## src/rtl/fetch_sequencer_pkg.sv

```systemverilog
// Shared definitions for the fetch stage: opcode constants, widths common with
// instruction_decoder, and the fetch FSM state encoding.
package fetch_sequencer_pkg;

  localparam int unsigned INSTR_WIDTH = 4;
  localparam int unsigned DATA_WIDTH  = 4;

  localparam logic [3:0] OP_NOP  = 4'hC;
  localparam logic [3:0] OP_LDI  = 4'hD;
  localparam logic [3:0] OP_RST0 = 4'hE;
  localparam logic [3:0] OP_RST1 = 4'hF;

  typedef enum logic [1:0] {
    StFetch,
    StLoad,
    StImm,
    StExec
  } state_e;

endpackage

```

## src/rtl/fetch_sequencer_program_counter.sv

```systemverilog
// Program counter with synchronous active-low reset, clear and +1/+2 steps.
// Priority: reset > clr > inc2 > inc1; arithmetic wraps modulo 2^ADDR_WIDTH.
module fetch_sequencer_program_counter #(
  parameter int unsigned ADDR_WIDTH = 8
) (
  input  logic                  clk,
  input  logic                  reset_n,
  input  logic                  clr,
  input  logic                  inc1,
  input  logic                  inc2,
  output logic [ADDR_WIDTH-1:0] pc
);

  logic [ADDR_WIDTH-1:0] pc_q;

  always_ff @(posedge clk) begin
    if (!reset_n) begin
      pc_q <= '0;
    end else if (clr) begin
      pc_q <= '0;
    end else if (inc2) begin
      pc_q <= pc_q + ADDR_WIDTH'(2);
    end else if (inc1) begin
      pc_q <= pc_q + ADDR_WIDTH'(1);
    end
  end

  assign pc = pc_q;

endmodule

```

## src/rtl/fetch_sequencer.sv

```systemverilog
// Instruction fetch stage: walks the program counter through a synchronous-read
// program memory and hands one instruction (plus LDI operand) to the decoder.
module fetch_sequencer
  import fetch_sequencer_pkg::*;
#(
  parameter int unsigned ADDR_WIDTH  = 8,
  parameter int unsigned INSTR_WIDTH = fetch_sequencer_pkg::INSTR_WIDTH,
  parameter int unsigned DATA_WIDTH  = fetch_sequencer_pkg::DATA_WIDTH
) (
  input  logic                   clk,
  input  logic                   reset_n,
  input  logic                   run,
  output logic [ADDR_WIDTH-1:0]  pmem_addr,
  input  logic [DATA_WIDTH-1:0]  pmem_data,
  input  logic                   reset_instr,
  output logic [INSTR_WIDTH-1:0] instruction,
  output logic                   instr_valid,
  output logic [DATA_WIDTH-1:0]  immediate,
  output logic                   halted
);

  state_e                 state_q, state_d;
  logic [INSTR_WIDTH-1:0] instr_q, instr_d;
  logic [DATA_WIDTH-1:0]  imm_q, imm_d;
  logic                   pc_clr;
  logic                   pc_inc1;
  logic [ADDR_WIDTH-1:0]  pc;

  // LDI reaches A+2 as two single steps (FETCH, then LOAD) so that the operand
  // address A+1 is already on the bus while the opcode is being decoded.
  fetch_sequencer_program_counter #(
    .ADDR_WIDTH(ADDR_WIDTH)
  ) u_pc (
    .clk    (clk),
    .reset_n(reset_n),
    .clr    (pc_clr),
    .inc1   (pc_inc1),
    .inc2   (1'b0),
    .pc     (pc)
  );

  always_comb begin
    state_d = state_q;
    instr_d = instr_q;
    imm_d   = imm_q;
    pc_clr  = 1'b0;
    pc_inc1 = 1'b0;
    unique case (state_q)
      StFetch: begin
        if (run) begin
          pc_inc1 = 1'b1;
          state_d = StLoad;
        end
      end
      StLoad: begin
        instr_d = pmem_data[INSTR_WIDTH-1:0];
        if (pmem_data[INSTR_WIDTH-1:0] == INSTR_WIDTH'(OP_LDI)) begin
          pc_inc1 = 1'b1;
          state_d = StImm;
        end else begin
          state_d = StExec;
        end
      end
      StImm: begin
        imm_d   = pmem_data;
        state_d = StExec;
      end
      StExec: begin
        // RUN is deliberately not sampled here; the halt happens in FETCH.
        pc_clr  = reset_instr;
        state_d = StFetch;
      end
      default: state_d = StFetch;
    endcase
  end

  always_ff @(posedge clk) begin
    if (!reset_n) begin
      state_q <= StFetch;
      instr_q <= INSTR_WIDTH'(OP_NOP);
      imm_q   <= '0;
    end else begin
      state_q <= state_d;
      instr_q <= instr_d;
      imm_q   <= imm_d;
    end
  end

  assign pmem_addr   = pc;
  assign instruction = instr_q;
  assign immediate   = imm_q;
  assign instr_valid = (state_q == StExec);
  assign halted      = (state_q == StFetch) && !run;

endmodule

```

## config.mk

```make
export PLATFORM = sky130hd
export DESIGN_NAME = fetch_sequencer
export DESIGN_NICKNAME = d
export VERILOG_FILES = /design/src/rtl/fetch_sequencer_pkg.sv /design/src/rtl/fetch_sequencer_program_counter.sv /design/src/rtl/fetch_sequencer.sv
export SDC_FILE = /design/constraint.sdc
export NUM_CORES = 1
export LEC_CHECK = 0
export BUFFER_PORTS_ARGS = -buffer_cell sky130_fd_sc_hd__buf_4
export CAP_MARGIN = 20
export CORE_UTILIZATION = 45
export CTS_CLUSTER_SIZE = 28
export DETAILED_ROUTE_END_ITERATION = 16
export GPL_TIMING_DRIVEN = 1
export HOLD_SLACK_MARGIN = 0.15
export PLACE_DENSITY = 0.77
export SLEW_MARGIN = 25
export SYNTH_ARGS = -nofsm -noshare
export SYNTH_HDL_FRONTEND = slang
export SYNTH_SLANG_ARGS = --single-unit
```

## constraint.sdc

```tcl
create_clock -name clk -period 3.4 [get_ports clk]
set_clock_uncertainty 0.05 [all_clocks]
set_input_delay 0.68 -clock clk [delete_from_list [all_inputs] [get_ports clk]]
set_output_delay 0.68 -clock clk [all_outputs]
set_load 0.02 [all_outputs]
```

==> metrics.md, run 1 <==
| Metric | Value |
|---|---|
| Die height | about 46 um |
| Clock tree buffer depth | 2 |
| CP Capture Type | output port |
| Wirelength per Cell | 11.8 um |
| PortBufs | 25 |
| Compound-Gate Fraction of Synth Area | 12.8% |
| DRC marker count from the first detailed-route iteration | 4 |
| Die area | about 2100 um^2 |
| R2r setup slk | 1.46 ns |
| Worst hold endpoint | instruction[2] |
| Layout cells sized above 1 | a little over a quarter |
| Critical path fanouts, max | 5 |
| Vias in the first global route | 646 |
| First-pass GRT wire length | 2780 um |
| FF+latch count, synth | 18 |
| WS Path Type | flip-flop to output port |
| Postcts setup bufs | 0 |
| Worst EP required | about 2.7 ns |
| WP data arrival | 1.54 ns |
| Leak pwr | approximately 0.45 nW |
| Ys Warns | 0 |
| Cell count after synthesis | 94 |
| Final net count | between 100 and 150 |
| Final count of pins violating max slew | 0 |
| Post-Syn Area per Cell | 9.26 um^2 |
| Max-cap violations | 0 |
| Reg2reg start | state_q[1] |
| Pre-CTS setup slack | between 1 and 1.5 ns |
| Peak per-stage delay on the critical path | around 0.35 ns |
| DRT Wirelength | roughly 1700 um |
| DRT antenna net count | 0 |
| Mux share of post-synthesis cell area | 10.3% |
| Simple-gate area share of the yosys netlist | about a fifth |
| Tot Pwr | 0.671 mW |
| Tot GR Track Use | 18.9% |
| Post-route core utilization | roughly 60% |
| Post-DP Area | 1060 um^2 |
| Final period utilization | about two thirds |
| Worst R2R End | u_pc.pc[3] |
| Post-synthesis adder-cell area fraction | between 10% and 20% |
| Status | finished clean |
| Worst-path clk slew | 0.09 ns |
| Total clock sinks | 18 |
| Final std cells w/o fill | roughly 140 |
| Initial Util | 49.4% |
| Largest net degree at the start of global routing | 13 |
| Cells after DPL | 140 |
| Sequential area share after synthesis | 41.4% |
| Diode count | 0 |
| Largest area contributor in the netlist | dfxtp_1 |
| Post_cts resized | 0 |
| Io pins | 26 |
| Mapped Area | 871 um^2 |
| Total gr overflow | 0 |
| Hold depth | 2 |
| RSZ-0062 raised after global routing | no |
| Cell Chain, Critical Path | inv_1 -> ha_1 -> nor2b_1 -> buf_4 |
| Top cells by count, synth | 18 x dfxtp_1, 11 x nand2_1, 9 x mux2i_1 |
| Worst-Margin Slew | 0.458 ns |
| Root buffer cell | clkbuf_4 |
| Drt drc | 0 |
| Final Worst Setup Slack | around 1.1 ns |
| Slew headroom | 68.7% |
| Number of buffers created by CTS | 3 |
| Vias | slightly above 700 |
| Synth top area share | 41.4% |
| CP Launch Type | flip-flop |
| Area contributors post-synth | dfxtp_1 41%, mux2i_1 10%, ha_1 10% |
| Post-synthesis xor/xnor area fraction | 1.01% |
| HPWL after DPL | about 1300 um |
| Netlist cell types | 25 |
| Most common cell in the synthesized netlist | dfxtp_1 |
| Post-synth EDFFs | 0 |
| Final Critical Period | roughly 2.3 ns |
| Max IR drop VDD | roughly 0.39 mV |
| # H-tree levels | 1 |
| Worst skew pair latency | 0.29 ns |
| FFs w/ async S/R, synth | 0% |
| Routability cong. | 0.773 |
| Area Overhead vs Synth | 24.7% |
| Routed vias/inst | 5.01 |
| Initial antenna violation count | 0 |
| Rows | 15 |
| Total core area | 1760 um^2 |
| Final setup viols | 0 |
| Die Width | 46.0 um |
| Worst hold path class | flip-flop to flip-flop |
| Hold Violations, Final | 0 |
| DR pass1 iterations | 3 |
| Post-synthesis net count | 109 |
| Setup TNS | 0 ns |
| Hold Path Origin | instruction[2] |
| Path depth of the worst reg2reg path | 6 |
| CTS tree | done |
| Ys flop type | dfxtp_1 |
| Combinational family with the most area after synthesis | simple AND/OR/NAND/NOR gates |
| Slowest cell on the critical path | dfxtp_1 |
| Final hold slack | 0.437 ns |
| Cell area after layout | 1090 um^2 |
| Maximum clock frequency | 441 MHz |
| CTS Hold Buffers Added | 0 |
| Cell Pwr Density | 617 nW/um^2 |
==> routing by layer <==
metal | wire [um] | GRT usage (%)
met5 | 0 | 0
met2 | 788 | 31.5
met1 | 787 | 21.8
met3 | 88 | 7.94
met4 | 18 | 5.29
==> cell usage in the layout (no fill, tap or decap), types with 2 or more instances in the layout <==
cell / n
clkbuf_4: 3
mux2i_1: 9
o21ai_0: 7
nand3_1: 2
dfxtp_1: 18
buf_4: 25
nor2_1: 4
inv_1: 2
nor2b_1: 8
nand2_1: 11
a21oi_1: 7
or3_1: 4
ha_1: 7
==> worst max-delay path: cells and delay by family (launching register included) <==
family,cells,cell delay [ns]
fa+ha+maj,1,0.23
flops,1,0.35
buf+inv,2,0.35
simple gates,1,0.32
==> worst max-delay path by stage <==
stage	end	slack (ns)	from
5_1_grt	halted	1.02	state_q[0]
3_3_place_gp	u_pc.pc[3]	1.37	pmem_data[1]
4_1_cts	halted	1.12	state_q[0]
6_report	halted	1.13	state_q[0]
2_1_floorplan	halted	1.58	run
3_5_place_dp	u_pc.pc[3]	1.34	pmem_data[1]
==> report_power, final <==
part / internal (mW) / total, mW / switching, mW
sequential: 0.248 / 0.278 / 0.0303
clock: 0.0412 / 0.103 / 0.0613
combinational: 0.128 / 0.290 / 0.162
==> kinds of logic after synthesis <==
group / after synthesis
simple gates: 34
xor+xnor: 1
flops: 18
fa+ha+maj: 7
compound gates: 19
buf+inv: 6
mux: 9
==> sequential cells by signal, summed over array words and instances, names as in the netlist <==
register / count
immediate: 4
instruction: 4
state_q: 2
u_pc.pc: 8
==> layout make-up <==
type	instances	area, um^2
timing repair buffer	25	188
multi-input combinational	70	477
tap	25	31.3
fill	165	678
inverter	2	7.51
sequential	18	360
clock buffer	3	22.5
Note: power is estimated with default switching activity, not from simulation.
==> inputs of run 2 (changes only) <==
- ABC_AREA: default -> 1
- PLACE_DENSITY: 0.77 -> 0.79
- clock period: 3.4 -> 2.01 ns (I/O delays scaled with it)
==> metrics.md, run 2 <==
| Metric | Value |
|---|---|
| HPWL after DPL | 1500 um |
| RSZ-0062 raised after global routing | no |
| WP data arrival | 1.43 ns |
| DRC marker count from the first detailed-route iteration | 12 |
| Max IR drop VDD | between 0.7 and 0.8 mV |
| Number of buffers created by CTS | 3 |
| Setup TNS | 0 ns |
| DRT Wirelength | 1890 um |
| Status | finished clean |
| FFs w/ async S/R, synth | 0% |
| Post-synthesis xor/xnor area fraction | approximately 3.7% |
| Tot Pwr | between 1 and 1.5 mW |
| Rows | 16 |
| Combinational family with the most area after synthesis | simple AND/OR/NAND/NOR gates |
| Layout cells sized above 1 | 25.7% |
| WS Path Type | flip-flop to output port |
| FF+latch count, synth | 18 |
| Synth top area share | approximately two fifths |
| Worst-Margin Slew | 0.248 ns |
| Routed vias/inst | 4.91 |
| DRT antenna net count | 0 |
| Most frequent cells in the layout | 26 x nand2_1, 25 x buf_4, 18 x dfxtp_1 |
| Netlist cell types | 18 |
| Clock tree buffer depth | 2 |
| Register area | 360 um^2 |
| PortBufs | 25 |
| Compound-Gate Fraction of Synth Area | between 10 and 15% |
| Top cells by count, synth | 26 x nand2_1, 18 x dfxtp_1, 14 x nor2_1 |
| Final Critical Period | 1.88 ns |
| Commonest non-fill, non-tap cell in the layout | nand2_1 |
| Cell area after layout | 1180 um^2 |
| Total core area | 1940 um^2 |
| Ys Warns | 0 |
| Worst skew pair latency | between 0.2 and 0.3 ns |
| Io pins | 26 |
| Largest area contributor in the netlist | dfxtp_1 |
| Pre-CTS setup slack | roughly 0.42 ns |
| Sequential group share of total power | 37.7% |
| Final count of pins violating max slew | 0 |
| Area Overhead vs Synth | 27.6% |
| Vias in the first global route | 740 |
| Cell Pwr Density | 1140 nW/um^2 |
| Initial antenna violation count | 0 |
| Sw frac | a little over two fifths |
| Die Width | 47.3 um |
| Post-synth EDFFs | 0 |
| Grt met2 use | around a third |
| Final net count | 168 |
| Ys flop type | dfxtp_1 |
| Most common cell in the synthesized netlist | nand2_1 |
| Largest register FFs | 8 |
| Top Usage Layer GRT | met2 |
| Leak pwr | around 0.55 nW |
| CP Capture Type | output port |
| Clock Power Share | 16.2% |
| Die height | 47.3 um |
| Wirelength per Cell | 10.5 um |
| Met1 Usage GRT | 21.2% |
| Psw | approximately 0.56 mW |
| Post-synthesis adder-cell area fraction | a little under a tenth |
| First-pass GRT wire length | 2930 um |
| Hold Violations, Final | 0 |
| Worst hold path class | input pin to flip-flop |
| Sequential area share after synthesis | 39.0% |
| Diode count | 0 |
| CTS tree | done |
| Worst-path clk slew | about 0.10 ns |
| Met3 Use GR | 4.23% |
| Worst EP required | 1.56 ns |
| Tot GR Track Use | 18.3% |
| CP Launch Type | flip-flop |
| # H-tree levels | 1 |
| Cell count after synthesis | 124 |
| Simple-gate area share of the yosys netlist | 27.7% |
| DR pass1 iterations | 4 |
| Comb power frac | 46.1% |
| Post-Syn Area per Cell | 7.46 um^2 |
| Area contributors post-synth | dfxtp_1 39%, nand2_1 11%, ha_1 9.5% |
| Post-synthesis net count | 139 |
| Final period utilization | 93.6% |
| Internal power | 0.784 mW |
| Slew headroom | 83.4% |
| Routability cong. | 0.823 |
| Multi-input gate area | 513 um^2 |
| Root buffer cell | clkbuf_4 |
| Max-cap violations | 0 |
| Critical path fanouts, max | 6 |
| Total clock sinks | 18 |
| Fillcell total | 195 |
| Final Worst Setup Slack | 0.128 ns |
| Initial Util | 47.6% |
| Final hold slack | between 0.3 and 0.4 ns |
| Maximum clock frequency | 531 MHz |
| Mux share of post-synthesis cell area | 0% |
| Vias | 878 |
| Die area | between 2000 and 2500 um^2 |
| Final setup viols | 0 |
| Mapped Area | roughly 920 um^2 |
| Post-DP Area | about 1100 um^2 |
| Drt drc | 0 |
| Total gr overflow | 0 |
| Largest net degree at the start of global routing | 11 |
## run 2: changes by cell type in the layout (fill, tap and decap cells not counted), moves of 3 or more
cell and change:
nand2_1 +15, nand3_1 +11, inv_1 +9, mux2i_1 -9
nor2_1 +9, nor2b_1 -8, a21oi_1 +6, or3_1 -4
nor2_2 +3
## run 2: path summary, 6_finish.rpt
kind | slack, ns | start | end | depth (start not counted)
worst max-delay path | 0.13 | state_q[0] | halted | 5
worst min-delay path | 0.30 | pmem_data[2] | instruction[2] | 3
worst max register to register | 0.46 | state_q[1] | u_pc.pc[1] | 8
worst min register to register | 0.42 | instruction[3] | instruction[3] | 2
## run 2: logic make-up after synthesis
group | count (synthesis)
AO/OA/AOI/OAI | 24
flip-flops | 18
AND/OR/NAND/NOR | 58
XOR/XNOR | 3
buffers and inverters | 14
adder cells (fa/ha/maj) | 7
## run 2: per-stage QoR
step | util, % | instances
2_1_floorplan | - | 124
3_3_place_gp | 58.8 | 175
3_5_place_dp | 58.8 | 175
4_1_cts | 60.6 | 179
5_1_grt | 60.8 | 179
6_report | 60.8 | 179
## run 2: critical path, stage by stage, from the launching register on
cell	delay [ns]
dfxtp_1	0.44
inv_1	0.12
ha_1	0.25
inv_2	0.11
nor2_2	0.06
buf_4	0.15
## run 2: routing by layer
metal,routed length [um],part of all wire [%]
met1,855,45
met2,924,49
met3,95,5.0
met4,11,0.58
met5,0,0
## run 2: what timing repair did
action	4_1_cts	5_1_grt
resized for setup	0	1
hold buffers	0	0
endpoints found under the setup margin	0	1
buffers inserted	0	0
## run 2: final cells by class
class                      instances  area share (%)
sequential                        18            30.5
multi-input combinational         92            43.5
tap                               27            2.86
clock buffer                       4            3.08
inverter                          13            4.14
timing repair buffer              25            15.9
## run 2: power groups by stage
stage	registers [mW]	clock network (mW)	logic [mW]
after floorplan	0.583	0	0.334
after global placement	0.508	0	0.596
after detailed placement	0.512	0	0.617
after CTS	0.506	0.224	0.619
after global routing	0.518	0.237	0.684
final	0.507	0.217	0.619
==> inputs of run 3 (changes only) <==
--- a/config.mk
+++ b/config.mk
@@ -12,5 +12,4 @@
 export CTS_CLUSTER_SIZE = 28
 export DETAILED_ROUTE_END_ITERATION = 16
-export GPL_TIMING_DRIVEN = 1
 export HOLD_SLACK_MARGIN = 0.15
 export PLACE_DENSITY = 0.79
==> constraint.sdc (replaced) <==
create_clock -name clk -period 2.01 [get_ports clk]
set_clock_uncertainty 0.05 [all_clocks]
set_input_delay 0.201 -clock clk [delete_from_list [all_inputs] [get_ports clk]]
set_output_delay 0.201 -clock clk [all_outputs]
set_load 0.02 [all_outputs]
==> metrics.md, run 3 (synthesis gave the netlist of run 2 again) <==
| Metric | Value |
|---|---|
| HPWL after DPL | 1480 um |
| DR pass1 iterations | 10 |
| Peak per-stage delay on the critical path | about 0.56 ns |
| Routability cong. | slightly below 0.9 |
| Die area | 2240 um^2 |
| Initial antenna violation count | 0 |
| DRT antenna net count | 0 |
| Cell area after layout | 1210 um^2 |
| Vias | 909 |
| First-pass GRT wire length | 2990 um |
| Most frequent cells in the layout | 26 x nand2_1, 25 x buf_4, 18 x dfxtp_1 |
| CTS tree | done |
| Worst hold path class | input pin to flip-flop |
| CP Launch Type | flip-flop |
| Final net count | 173 |
| Routed vias/inst | 4.97 |
| Critical path fanouts, max | 6 |
| Failing checks | DRC |
| Worst skew pair latency | 0.28 ns |
| Cell family with most CP delay | buffers and inverters |
| Final Critical Period | 1.72 ns |
| Die Width | 47.3 um |
| Total core area | ~1900 um^2 |
| Layout cells sized above 1 | 23.7% |
| CP Capture Type | flip-flop |
| Crit. Startpoint | state_q[1] |
| Cell Pwr Density | around 1100 nW/um^2 |
| Drt drc | 1 |
| WS Path Type | flip-flop to flip-flop |
| Largest net degree at the start of global routing | 11 |
| RSZ-0062 raised after global routing | no |
| DRT Wirelength | 1970 um |
| Reg2reg start | state_q[1] |
| Tot GR Track Use | a little under a fifth |
| Worst-Margin Slew | 0.239 ns |
| Critical Path End | instruction[2] |
| Status | finished, violations left |
| Total clock sinks | 18 |
| Total gr overflow | 0 |
| Area Overhead vs Synth | 31.3% |
| Rows | 16 |
| # H-tree levels | 1 |
| WP data arrival | 1.85 ns |
| Fillcell total | 181 |
| Multi-input gate area | just over 500 um^2 |
| Worst R2R End | instruction[2] |
| Worst-path clk slew | 0.09 ns |
| Final setup viols | 0 |
| Register area | 360 um^2 |
| R2r setup slk | around 0.29 ns |
| Wirelength per Cell | 10.8 um |
| Critical Path Stages | 6 |
| Slew headroom | 84.1% |
| Maximum clock frequency | 581 MHz |
| DRC marker count from the first detailed-route iteration | 20 |
| CP bufs+invs | 3 |
| Worst EP required | 2.14 ns |
| Number of buffers created by CTS | 3 |
| Clock tree buffer depth | 2 |
| Initial Util | 47.6% |
| Postcts setup bufs | 0 |
| Slowest cell on the critical path | dlygate4sd3_1 |
| Max IR drop VDD | 0.669 mV |
| Commonest non-fill, non-tap cell in the layout | nand2_1 |
| Largest register FFs | 8 |
| Final Worst Setup Slack | 0.288 ns |
| Vias in the first global route | between 700 and 800 |
| Leak pwr | 0.557 nW |
| Final count of pins violating max slew | 0 |
| Path depth of the worst reg2reg path | 6 |
| Setup TNS | 0 ns |
| Io pins | 26 |
| Post-DP Area | 1140 um^2 |
| Cell Chain, Critical Path | inv_1 -> ha_1 -> inv_2 -> nand2_1 -> nand3_1 -> dlygate4sd3_1 |
| Hold Violations, Final | 0 |
| Root buffer cell | clkbuf_4 |
| Pre-CTS setup slack | 0.526 ns |
| Die height | between 40 and 50 um |
| Max-cap violations | 0 |
| Diode count | 0 |
| PortBufs | 25 |
| Final period utilization | 85.7% |
## run 3: layout make-up
cell class | instances | share of cell area (%)
Clock buffer | 3 | 1.86
Inverter | 13 | 4.02
Multi-Input combinational cell | 92 | 42.1
Sequential cell | 18 | 29.7
Tap cell | 27 | 2.78
Timing Repair Buffer | 30 | 19.6
## run 3: repair_timing
| action | 4_1_cts | 5_1_grt |
|---|---|---|
| hold endpoints to repair | 6 | 0 |
| hold buffers | 5 | 0 |
| gates resized for setup | 0 | 0 |
## run 3: per-stage QoR
stage | cells | hold slack [ns] | power, mW | util [%]
after floorplan | 124 | 0.273 | 0.917 | -
after global placement | 175 | 0.396 | 1.10 | 58.8
after detailed placement | 175 | 0.395 | 1.12 | 58.8
after CTS | 183 | 0.156 | 1.31 | 62.5
after global routing | 183 | 0.155 | 1.40 | 62.5
final | 183 | 0.159 | 1.30 | 62.5
## run 3: tightest hold or removal path, delay by kind of cell
kind | cells | cell delay (ns)
buffers and inverters | 2 | 0.19
AOI/OAI and AO/OA | 1 | 0.07
## run 3: worst min path at each step
stage,cells after the start,endpoint,start,slack [ns]
2_1_floorplan,2,instruction[2],pmem_data[2],0.27
3_5_place_dp,3,instruction[2],pmem_data[2],0.40
5_1_grt,3,instruction[1],pmem_data[1],0.16
3_3_place_gp,3,instruction[2],pmem_data[2],0.40
4_1_cts,3,immediate[1],pmem_data[1],0.16
6_report,3,immediate[1],pmem_data[1],0.16
## run 3: metal layers
layer | up-vias | share of wire [%] | wire (um) | track usage (%)
met3 | 2 | 4.8 | 95 | 2.31
li1 | 468 | - | - | -
met1 | 408 | 43 | 846 | 20.8
met5 | - | 0 | 0 | 0
met4 | 0 | 0.30 | 6 | 9.14
met2 | 31 | 52 | 1020 | 34.8
## run 3: report_power, final
part           internal (mW)  switching (mW)
Combinational          0.241           0.382
Clock                 0.0695           0.101
Sequential             0.442          0.0670
